**src/rtl/robinho_ctrl_v2.sv**
```systemverilog
// robinho_ctrl_v2: pick-up robot controller (search, approach, timed claw down/close/up/release).
// Latency: sensor pins reach the FSM after SYNC_STAGES flops; outputs are Moore-decoded from state, c_close registered.
// Backpressure: none; once the claw sequence starts it always runs to completion.
// Optional feature macro: ROBINHO_SEARCH_TIMEOUT_EN (escape counter + sticky search_fail).
module robinho_ctrl_v2 #(
  parameter int TW              = 24,
  parameter int T_CLAW_OPEN     = 1000000,
  parameter int T_CLAW_DOWN     = 1000000,
  parameter int T_CLAW_CLOSE    = 1000000,
  parameter int T_CLAW_UP       = 1000000,
  parameter int T_STEP          = 250000,
  parameter int MAX_TURNS       = 4,
  parameter int SYNC_STAGES     = 2,
  parameter int HOLD_AFTER_PICK = 0,
  parameter int PCW             = 8,
  parameter int MAX_ESCAPES     = 8
) (
  input  logic           clk,
  input  logic           rst,
  input  logic           rasp_on,
  input  logic           obj_in_sight,
  input  logic           obj_is_close,
  output logic [3:0]     w_motor,
  output logic [1:0]     c_motor,
  output logic           c_close,
  output logic [2:0]     state_o,
  output logic [PCW-1:0] pick_count,
  output logic           search_fail
);

  typedef enum logic [2:0] {
    S_CLAW_OPEN  = 3'd0,
    S_IDLE       = 3'd1,
    S_STOP       = 3'd2,
    S_FORWARD    = 3'd3,
    S_TURN       = 3'd4,
    S_CLAW_DOWN  = 3'd5,
    S_CLAW_CLOSE = 3'd6,
    S_CLAW_UP    = 3'd7
  } state_t;

  localparam int TCW = (MAX_TURNS > 1) ? $clog2(MAX_TURNS) : 1;
  localparam logic [TW-1:0]  END_OPEN  = TW'(T_CLAW_OPEN - 1);
  localparam logic [TW-1:0]  END_DOWN  = TW'(T_CLAW_DOWN - 1);
  localparam logic [TW-1:0]  END_CLOSE = TW'(T_CLAW_CLOSE - 1);
  localparam logic [TW-1:0]  END_UP    = TW'(T_CLAW_UP - 1);
  localparam logic [TW-1:0]  END_STEP  = TW'(T_STEP - 1);
  localparam logic [TCW-1:0] LAST_TURN = TCW'(MAX_TURNS - 1);

  state_t                 state, state_nxt;
  logic [TW-1:0]          timer;
  logic [TCW-1:0]         turn_cnt, turn_nxt;
  logic                   restart, enter, pick_done;
  logic                   escape, obj_exit, esc_limit;
  logic [SYNC_STAGES-1:0] rasp_sync, sight_sync, close_sync;
  logic                   rasp_s, sight_s, close_s;

  // sensor pin synchronisers
  always_ff @(posedge clk or negedge rst) begin
    if (!rst) begin
      rasp_sync  <= '0;
      sight_sync <= '0;
      close_sync <= '0;
    end else begin
      rasp_sync  <= {rasp_sync[SYNC_STAGES-2:0], rasp_on};
      sight_sync <= {sight_sync[SYNC_STAGES-2:0], obj_in_sight};
      close_sync <= {close_sync[SYNC_STAGES-2:0], obj_is_close};
    end
  end

  assign rasp_s  = rasp_sync[SYNC_STAGES-1];
  assign sight_s = sight_sync[SYNC_STAGES-1];
  assign close_s = close_sync[SYNC_STAGES-1];

  // next state, slice restarts, turn counter and event strobes
  always_comb begin
    state_nxt = state;
    turn_nxt  = turn_cnt;
    restart   = 1'b0;
    pick_done = 1'b0;
    escape    = 1'b0;
    obj_exit  = 1'b0;
    case (state)
      S_CLAW_OPEN: if (timer == END_OPEN) state_nxt = S_IDLE;
      S_IDLE:      if (rasp_s && !search_fail) state_nxt = S_STOP;
      S_STOP: begin
        if (!rasp_s) state_nxt = S_IDLE;
        else if (close_s) begin state_nxt = S_CLAW_DOWN; obj_exit = 1'b1; end
        else if (sight_s) begin state_nxt = S_FORWARD; obj_exit = 1'b1; end
        else state_nxt = S_TURN;
      end
      S_FORWARD: begin
        if (!rasp_s) state_nxt = S_IDLE;
        else if (close_s) begin state_nxt = S_STOP; obj_exit = 1'b1; end
        else if (timer == END_STEP) begin
          if (sight_s) restart = 1'b1;
          else begin state_nxt = S_TURN; turn_nxt = '0; end
        end
      end
      S_TURN: begin
        if (!rasp_s) state_nxt = S_IDLE;
        else if (sight_s || close_s) begin
          state_nxt = S_STOP;
          turn_nxt  = '0;
          obj_exit  = 1'b1;
        end else if (timer == END_STEP) begin
          if (turn_cnt == LAST_TURN) begin
            escape    = 1'b1;
            turn_nxt  = '0;
            state_nxt = esc_limit ? S_IDLE : S_FORWARD;
          end else begin
            restart  = 1'b1;
            turn_nxt = turn_cnt + TCW'(1);
          end
        end
      end
      S_CLAW_DOWN:  if (timer == END_DOWN) state_nxt = S_CLAW_CLOSE;
      S_CLAW_CLOSE: if (timer == END_CLOSE) state_nxt = S_CLAW_UP;
      S_CLAW_UP: begin
        if (timer == END_UP) begin
          pick_done = 1'b1;
          state_nxt = (HOLD_AFTER_PICK != 0) ? S_STOP : S_CLAW_OPEN;
        end
      end
    endcase
    if (state_nxt == S_IDLE && state != S_IDLE) turn_nxt = '0;
  end

  assign enter = (state_nxt != state) || restart;

  // state register and dwell timer (cleared on every entry, saturating)
  always_ff @(posedge clk or negedge rst) begin
    if (!rst) begin
      state    <= S_CLAW_OPEN;
      timer    <= '0;
      turn_cnt <= '0;
    end else begin
      state    <= state_nxt;
      turn_cnt <= turn_nxt;
      if (enter) timer <= '0;
      else if (timer != '1) timer <= timer + TW'(1);
    end
  end

  // gripper register and saturating pick counter
  always_ff @(posedge clk or negedge rst) begin
    if (!rst) begin
      c_close    <= 1'b0;
      pick_count <= '0;
    end else begin
      if (enter && state_nxt == S_CLAW_CLOSE) c_close <= 1'b1;
      else if (enter && state_nxt == S_CLAW_OPEN) c_close <= 1'b0;
      if (pick_done && pick_count != '1) pick_count <= pick_count + PCW'(1);
    end
  end

`ifdef ROBINHO_SEARCH_TIMEOUT_EN
  localparam int ECW = $clog2(MAX_ESCAPES + 1);
  localparam logic [ECW-1:0] LAST_ESC = ECW'(MAX_ESCAPES - 1);
  logic [ECW-1:0] esc_cnt;

  assign esc_limit = (esc_cnt == LAST_ESC);

  // consecutive-escape counter and sticky search-timeout flag
  always_ff @(posedge clk or negedge rst) begin
    if (!rst) begin
      esc_cnt     <= '0;
      search_fail <= 1'b0;
    end else begin
      if (obj_exit || (escape && esc_limit)) esc_cnt <= '0;
      else if (escape) esc_cnt <= esc_cnt + ECW'(1);
      if (state == S_IDLE && !rasp_s) search_fail <= 1'b0;
      else if (escape && esc_limit) search_fail <= 1'b1;
    end
  end
`else
  localparam int unused_max_escapes = MAX_ESCAPES;
  logic unused_strobes;
  assign unused_strobes = escape ^ obj_exit;
  assign esc_limit      = 1'b0;
  assign search_fail    = 1'b0;
`endif

  // Moore output decode
  always_comb begin
    w_motor = 4'b0000;
    c_motor = 2'b00;
    case (state)
      S_FORWARD:   w_motor = 4'b0101;
      S_TURN:      w_motor = 4'b1001;
      S_CLAW_DOWN: c_motor = 2'b10;
      S_CLAW_UP:   c_motor = 2'b01;
      default: ;
    endcase
  end

  assign state_o = state;

endmodule

```
**config.mk**
```make
export PLATFORM = sky130hd
export DESIGN_NAME = robinho_ctrl_v2
export DESIGN_NICKNAME = d
export VERILOG_FILES = /design/src/rtl/robinho_ctrl_v2.sv
export SDC_FILE = /design/constraint.sdc
export NUM_CORES = 1
export LEC_CHECK = 0
export CORE_UTILIZATION = 55
export CTS_CLUSTER_SIZE = 20
export DETAILED_ROUTE_END_ITERATION = 16
export PLACE_DENSITY = 0.77
export SYNTH_ARGS = -nofsm -noshare
export SYNTH_HDL_FRONTEND = slang
export SYNTH_SLANG_ARGS = --single-unit
```
**constraint.sdc**
```tcl
create_clock -name clk -period 2.95 [get_ports clk]
set_input_delay 0.295 -clock clk [delete_from_list [all_inputs] [get_ports clk]]
set_output_delay 0.295 -clock clk [all_outputs]
set_load 0.03 [all_outputs]
```
---- Word level (Yosys, flattened, before mapping) ----
Cells that the tools add are included.
cells by class
  reductions and logical operators ........ 12
  multiplexer cells ....................... 44
  $add $sub $neg .......................... 3
  equal/unequal tests ..................... 22
operators with widths
  cell                                                   number
  2-to-1 mux 24 bit                                      2
  2-to-1 mux 3 bit                                       16
  adder 24 x 1 -> 24 bit, second input constant          1
  equality test 24 x 18 -> 1 bit, second input constant  1
  equality test 24 x 20 -> 1 bit, second input constant  1
  inequality test 24 bit, second input constant          1
  one-hot mux 3 bit (8 select lines)                     1
  2-to-1 mux 2 bit                                       9
  equality test 3 bit, second input constant             5
  inequality test 3 bit, second input constant           5
  2-to-1 mux 1 bit                                       12
  adder 8 x 1 -> 8 bit, second input constant            1
  inequality test 8 bit, second input constant           1
  one-hot mux 2 bit (2 select lines)                     2
  one-hot mux 4 bit (2 select lines)                     1
  AND reduction 7 bit                                    1
  equality test 3 x 1 -> 1 bit, second input constant    2
  equality test 3 x 2 -> 1 bit, second input constant    2
  zero test 3 bit                                        2
  logical AND 1 bit                                      4
  inequality test 4 bit, second input constant           1
  nonzero test 2 bit                                     2
  inequality test 3 x 1 -> 1 bit, second input constant  1
  inequality test 3 bit                                  1
  other kinds (5)                                        6
storage, ports and cells
  logic and storage cells ................. 89
  flip-flop bits (word level) ............. 44
  output and inout bits ................... 19

---- Longest topological paths before layout ----
Gate-level depths: netlist of the first run.
  depth after elaboration ................. 11
  gate-level depth with buffers ........... 9

---- Worst setup path before layout of the first run ----
No wires, ideal clock.
  path type ............................... reg2reg
  start point ............................. reg timer[13]
  end point ............................... reg pick_count[7]
  arrival time ............................ 2.277 ns
  period minus slack after synthesis ...... 2.413 ns
  setup slack ............................. 0.537 ns
  path buffers ............................ 1
  stages on the path, launching flop included .. 9
  path through ............................ dfrtp_1 -> or4b_4 -> nor3_4 -> buf_6 -> nand3_4 -> a311oi_4 -> and4_4 -> nand3_1 -> xnor2_1
between the ends
  word-level cells in the longest chain between the ends .. 4
RTL lines
  item                            RTL line  RTL
  start, declared                 51        logic [TW-1:0] timer;
  start signal, assigned          141       else if (timer != '1) timer <= timer + TW'(1);
  equality test 24 x 20 -> 1 bit  120       if (timer == END_UP) begin
  2-to-1 mux 1 bit                120
  2-to-1 mux 1 bit                83        case (state)
  logical AND 1 bit               153       if (pick_done && pick_count != '1) pick_count <= pick_count + PCW'(1);
  end signal, assigned            153
  end, declared                   27        output logic [PCW-1:0] pick_count,
Every way passes these cells.
A chain may end at the register's enable or synchronous reset.

---- Final worst setup path of the first run ----
  start point ............................. reg timer[0]
  end point ............................... reg c_close
between the ends
  word-level cells in the longest chain between the ends .. 9
  elaborated cells on any way between the ends .. 28
RTL lines
  item                                                    RTL line  RTL
  equality test 24 x 18 -> 1 bit                          95, 106
  2-to-1 mux 3 bit (on tied branches)                     106, 95
  2-to-1 mux 3 bit (on tied branches)                     102, 94
  2-to-1 mux 3 bit (on tied branches)                     101, 93
  one-hot mux 3 bit (8 select lines)                      83
  inequality test 3 bit                                   129       assign enter = (state_nxt != state) || restart;
  logical OR 1 bit                                        129
  logical AND 1 bit (on tied branches)                    151, 152
  2-to-1 mux 1 bit or nonzero test 2 bit (tied branches)  n/a
  end signal, assigned                                    148       c_close <= 1'b0;
  end signal, assigned                                    151       if (enter && state_nxt == S_CLAW_CLOSE) c_close <= 1'b1;
  end signal, assigned                                    152       else if (enter && state_nxt == S_CLAW_OPEN) c_close <= 1'b0;
  end, declared                                           25        output logic c_close,
Parallel ways exist; a longest one is shown, timed or not.

==> impl_metrics.py, run 1 <==
metrics = {
    "grt": {
        "grt_pass1_wl_um": 9230,
        "antenna_found_initial": 0,
        "grt_max_degree": 45,
        "grtUsageTotal_pct": 22.9,
        "grt_overflow": 0,
        "grt_pass1_vias": 1979,
    },
    "critical_path": {
        "cp-end-kind": "flop",
        "path_class": "reg -> reg",
        "timing.rr.start": "timer[0]",
        "r2r_slack_ns": 0.24,
        "reg2reg_depth": 8,
        "cp_max_fo": 8,
        "cpPeakStageDelay_ns": 0.54,
        "crit_path_cell_trace": "ha_1 > nand3_1 > nor4_4 > a211oi_1 > or3b_1 > a211o_1 > a211oi_1 > o21ai_1",
        "worst_ep_required_time_ns": 3.12,
        "cpMostUsedCell": "a211oi_1",
        "rr_endpoint": "c_close",
        "critPathSlowestCell": "nor4_4",
        "worstPathArrival_ns": 2.88,
        "startpoint_type": "flop",
    },
    "synth": {
        "syn_inst": 258,
        "synth-edff-count": 0,
        "ys_seq_elements": 44,
        "yosysSeqAreaShare_pct": 41.3,
        "yosysWarnings": 0,
        "synthArstFlopShare_pct": 100,
        "synth.distinct_cells": 62,
        "synth_top_area_cell": "dfrtp_1",
        "synthTopCellsByArea": "dfrtp_1 (41%), nor3_2 (7.9%), xor2_1 (5.9%)",
        "syn_area_per_cell_um2": 10.3,
        "yosys.area.top_type_share_pct": 41.3,
        "syn_area_um2": 2670,
        "synth_flop_cell": "dfrtp_1",
    },
    "sta": {
        "tns_ns": 0,
        "rsz0062_at_grt": "false",
        "finalCritPeriodShare_pct": 91.8,
        "worst_slew_pin_slew_ns": 0.978,
        "worst_clock_skew_ns": 0.00698,
        "period_needed_ns": 2.71,
        "setup_viol": 0,
        "finalHoldViolCount": 0,
        "slew_viol_final": 0,
        "clock.fmax_mhz": 369,
        "fin_hold_ws_ns": 0.154,
        "max-slew-margin-rel_pct": 34.8,
    },
    "flow_run": {
        "maxCapViolations": 0,
    },
    "detailed_routing": {
        "wl_um": 5280,
        "initialDrtViolationCount": 212,
        "via_per_inst": 5.93,
        "drc_errors": 0,
        "post_drt_wl_per_cell_um": 15.8,
        "ant_nets": 0,
        "via_count": 1981,
        "drt-pass1-iter-count": 4,
    },
    "final_layout": {
        "layout_common_cells": "dfrtp_1 (44), nor3_2 (21), clkdlybuf4s50_1 (20), nor2_1 (18), xor2_1 (18)",
        "utilization_pct": 67.4,
        "synthToLayoutAreaGrowth_pct": 13.7,
        "num_antenna_cells": 0,
        "final_nets": 289,
        "final_common_cell": "dfrtp_1",
        "final_layout_size_suffix_gt1_share_pct": 18.1,
    },
    "outcome": {
        "outcome": "finished clean",
    },
    "clock_network": {
        "clock_latency_ns": 0.29,
        "cts_buffers": 5,
        "cts_sinks": 44,
        "post_cts_buffers": 0,
        "post_cts_resized": 0,
        "cts_hold_buf": 0,
        "cts-root-buf": "clkbuf_8",
        "htree_levels": 2,
        "clk_path_buf_depth": 2,
        "tritoncts": "done",
        "clkSlewWorstSetupHoldPaths_ns": 0.07,
    },
    "pwr": {
        "ir_drop_uv": 252,
        "p_leak_uw": 0.00136,
        "p_per_area_nw_per_um2": 356,
    },
    "place": {
        "place_hpwl_um": 3760,
        "numPortBuffers": 21,
        "gp_congestion": 0.945,
    },
    "floorplanning": {
        "dieArea_um2": 5140,
        "num_rows": 24,
        "die_h_um": 71.7,
        "die-width_um": 71.7,
        "ios": 24,
        "initial_core_util_pct": 59.3,
        "fp.coreArea_um2": 4500,
    },
    "min_path": {
        "hp-class": "in -> async",
    },
}
==> where the power goes <==
part	total (uW)	internal (uW)	switching, uW
clock network	444	251	193
registers	611	607	4.06
logic	25.2	5.43	19.8
==> cells in the mapped netlist, types with 3 or more instances <==
cell	count
a21oi_1	5
nand3_1	12
xnor2_1	13
xor2_1	18
nand4_1	16
ha_1	3
a211oi_1	5
inv_1	9
nor3_1	10
nand2_1	15
nor3_2	21
buf_6	3
clkbuf_1	3
nand2b_1	4
buf_4	4
nor2_1	18
and3_1	6
dfrtp_1	44
==> flip-flops by register name (all words and copies together), names as in the netlist <==
name / flops
c_close: 1
state_o: 3
close_sync: 2
turn_cnt: 2
sight_sync: 2
timer: 24
pick_count: 8
rasp_sync: 2
==> cell type report <==
class | count | area [um2]
well taps | 52 | 65.1
fillers | 367 | 1470
repair buffers | 27 | 275
flip-flops and latches | 44 | 1100
inverters | 10 | 37.5
clock inverters | 2 | 35.0
clock buffers | 6 | 72.6
multi-input cells | 193 | 1450
==> per-stage QoR <==
step / instance area [um2] / total power [uW] / setup slack, ns / std cells
6_report: 3040 / 1080 / 0.242 / 334
5_1_grt: 3040 / 1130 / 0.0598 / 334
4_1_cts: 3040 / 1100 / 0.241 / 334
3_5_place_dp: 2930 / 649 / 0.253 / 326
3_3_place_gp: 2930 / 648 / 0.316 / 326
2_1_floorplan: 2670 / 631 / 0.537 / 259
==> worst max-delay path: cells and delay by family, from the launching register on <==
| kind | cells | cell delay, ns |
|---|---|---|
| and+or+nand+nor | 3 | 1.23 |
| AOI/OAI and AO/OA | 4 | 0.76 |
| DFF | 1 | 0.42 |
| adders and majority gates | 1 | 0.19 |
==> kinds of logic after synthesis <==
group	synth area share [%]
DFF	41.3
AOI/OAI and AO/OA	8.25
xor gates and xnor gates	10.8
muxes	0.797
adders and majority gates	1.41
other	0.141
and+or+nand+nor	32.8
buffers and inverters	4.59
==> worst max path at each step <==
stage / startpoint / endpoint / depth (start not counted)
6_report: timer[0] / c_close / 8
5_1_grt: timer[0] / c_close / 8
4_1_cts: timer[0] / c_close / 8
3_5_place_dp: timer[0] / c_close / 8
3_3_place_gp: timer[0] / c_close / 8
2_1_floorplan: timer[13] / pick_count[7] / 8
==> layer usage <==
layer / vias up / global-route usage [%] / share of wire, %
met4: 0 / 6.10 / 0.34
met5: - / 0 / 0
met1: 956 / 33.4 / 50
met3: 2 / 4.22 / 3.7
met2: 46 / 35.4 / 46
li1: 977 / - / -
Power figures use the tool's default switching activity.
==> inputs of run 2 (changes only) <==
Settings changed: SETUP_SLACK_MARGIN from default to 0.5.
==> run 2 against run 1 <==
  * Largest cell class unchanged
  * Fmax is 9.8% higher
  * Critical path depth stayed put
  * Wire length is 10% higher
  * Setup slack better by 0.24 ns
  * Via count is 6.0% higher
  * Die area stayed put
==> impl_metrics.py, run 2 (synthesis results as in run 1) <==
metrics = {
    "critical_path": {
        "worst_ep_required_time_ns": 3.14,
        "critPathSlowestCell": "or4b_4",
        "cp_max_fo": 11,
        "timing.rr.start": "timer[20]",
        "path_class": "reg -> reg",
        "cp-end-kind": "flop",
        "reg2reg_depth": 8,
        "worstPathArrival_ns": 2.65,
        "cpMostUsedCell": "nor3_4",
        "startpoint_type": "flop",
        "r2r_slack_ns": 0.48,
        "crit_path_cell_trace": "or4b_4 > nor3_4 > buf_12 > nand3_4 > xnor2_1 > a211o_1 > nor3_4 > a21oi_1",
        "cpPeakStageDelay_ns": 0.60,
        "rr_endpoint": "turn_cnt[1]",
    },
    "floorplanning": {
        "die-width_um": 71.7,
        "ios": 24,
        "dieArea_um2": 5140,
        "die_h_um": 71.7,
        "initial_core_util_pct": 59.3,
        "fp.coreArea_um2": 4500,
        "num_rows": 24,
    },
    "sta": {
        "period_needed_ns": 2.47,
        "clock.fmax_mhz": 405,
        "rsz0062_at_grt": "true",
        "tns_ns": 0,
        "setup_viol": 0,
        "worst_clock_skew_ns": 0.0115,
        "slew_viol_final": 0,
        "max-slew-margin-rel_pct": 35.7,
        "worst_slew_pin_slew_ns": 0.964,
        "finalHoldViolCount": 0,
        "finalCritPeriodShare_pct": 83.6,
    },
    "clock_network": {
        "htree_levels": 2,
        "clk_path_buf_depth": 2,
        "clock_latency_ns": 0.30,
        "clkSlewWorstSetupHoldPaths_ns": 0.09,
        "cts_hold_buf": 0,
        "cts_sinks": 44,
        "tritoncts": "done",
        "cts_buffers": 5,
        "cts-root-buf": "clkbuf_8",
    },
    "detailed_routing": {
        "drt-pass1-iter-count": 4,
        "via_count": 2099,
        "drc_errors": 0,
        "ant_nets": 0,
        "post_drt_wl_per_cell_um": 16.8,
        "wl_um": 5820,
        "initialDrtViolationCount": 224,
        "via_per_inst": 6.05,
    },
    "final_layout": {
        "ff_latch_area_um2": 1110,
        "synthToLayoutAreaGrowth_pct": 21.9,
        "final_common_cell": "dfrtp_1",
        "fill_cells": 333,
        "final_nets": 302,
        "largest_register_ffs": 24,
        "final_layout_size_suffix_gt1_share_pct": 27.5,
        "multi_input_area_um2": 1530,
        "layout_common_cells": "dfrtp_1 (40), nor3_2 (23), nor2_1 (18), xor2_1 (18), clkdlybuf4s50_1 (17)",
        "regMostFlops": "timer",
        "num_antenna_cells": 0,
    },
    "pwr": {
        "finalPower_uw": 1080,
        "p_leak_uw": 0.00149,
        "p_per_area_nw_per_um2": 333,
        "ir_drop_uv": 251,
    },
    "grt": {
        "grtUsageTotal_pct": 24.2,
        "grt_pass1_vias": 2067,
        "grt_max_degree": 45,
        "grt_overflow": 0,
        "antenna_found_initial": 0,
        "grt_pass1_wl_um": 9730,
    },
    "place": {
        "place_hpwl_um": 3760,
        "numPortBuffers": 21,
        "gp_congestion": 0.945,
    },
    "flow_run": {
        "maxCapViolations": 0,
    },
    "min_path": {
        "hp-class": "in -> async",
    },
    "outcome": {
        "outcome": "finished clean",
    },
}
## run 2: cell count changes in the layout (fill, tap and decap cells not counted), sizes merged
cell	before	now
dlygate4sd2	0	2
dlymetal6s2s	0	1
buf	7	20
clkdlybuf4s50	20	17
## run 2: worst max-delay path by stage
stage               cells past startpoint       endpoint       from  slack (ns)
floorplan                               8  pick_count[7]  timer[13]        0.54
CTS                                     7    turn_cnt[1]   timer[4]        0.39
detailed placement                      8        c_close   timer[0]        0.25
global route                            9      timer[15]  timer[20]        0.38
finish                                  8    turn_cnt[1]  timer[20]        0.48
global placement                        8        c_close   timer[0]        0.32
## run 2: final cells by class
cell class,instances,share of cell area (%)
clock inverter,2,1.08
tap,52,2.00
sequential,44,34.0
multi-input combinational,193,47.0
inverter,10,1.15
clock buffer,6,2.23
timing repair buffer,40,12.6
## run 2: critical path: cells and delay by family (launching register included)
kind | cells | cell delay (ns)
xor+xnor | 1 | 0.18
buf+inv | 1 | 0.16
simple gates | 4 | 1.17
compound gates | 2 | 0.44
flops | 1 | 0.42
## run 2: power breakdown
| group | total (uW) | switching [uW] | internal, uW |
|---|---|---|---|
| clock | 448 | 197 | 251 |
| sequential | 611 | 4.43 | 607 |
| combinational | 25.4 | 19.9 | 5.43 |
| total | 1080 | 221 | 863 |
## run 2: metrics by stage
stage                     hold WS, ns  cell area (um2)  std cells  utilization [%]  setup slack [ns]
after floorplan             -0.000591             2670        259                -             0.537
after global placement          0.332             2930        326             65.0             0.316
after detailed placement        0.336             2930        326             65.0             0.253
after CTS                       0.178             3170        343             70.4             0.391
after global routing            0.229             3250        347             72.3             0.381
final                           0.152             3250        347             72.3             0.483
## run 2: repair_timing
| item | CTS | global route |
|---|---|---|
| cloned | 1 | 0 |
| setup buffers | 8 | 4 |
| setup endpoints to repair | 37 | 32 |
| resized for setup | 13 | 11 |
| pin swaps | 7 | 12 |
## run 2: metal layers
layer  vias up  wire, um  track usage [%]  part of all wire (%)
met4         0        57             6.75                  0.98
met5         -         0                0                     0
met2        77      2840             37.6                    49
li1       1004         -                -                     -
met1      1010      2590             34.8                    45
met3         8       329             4.78                   5.7
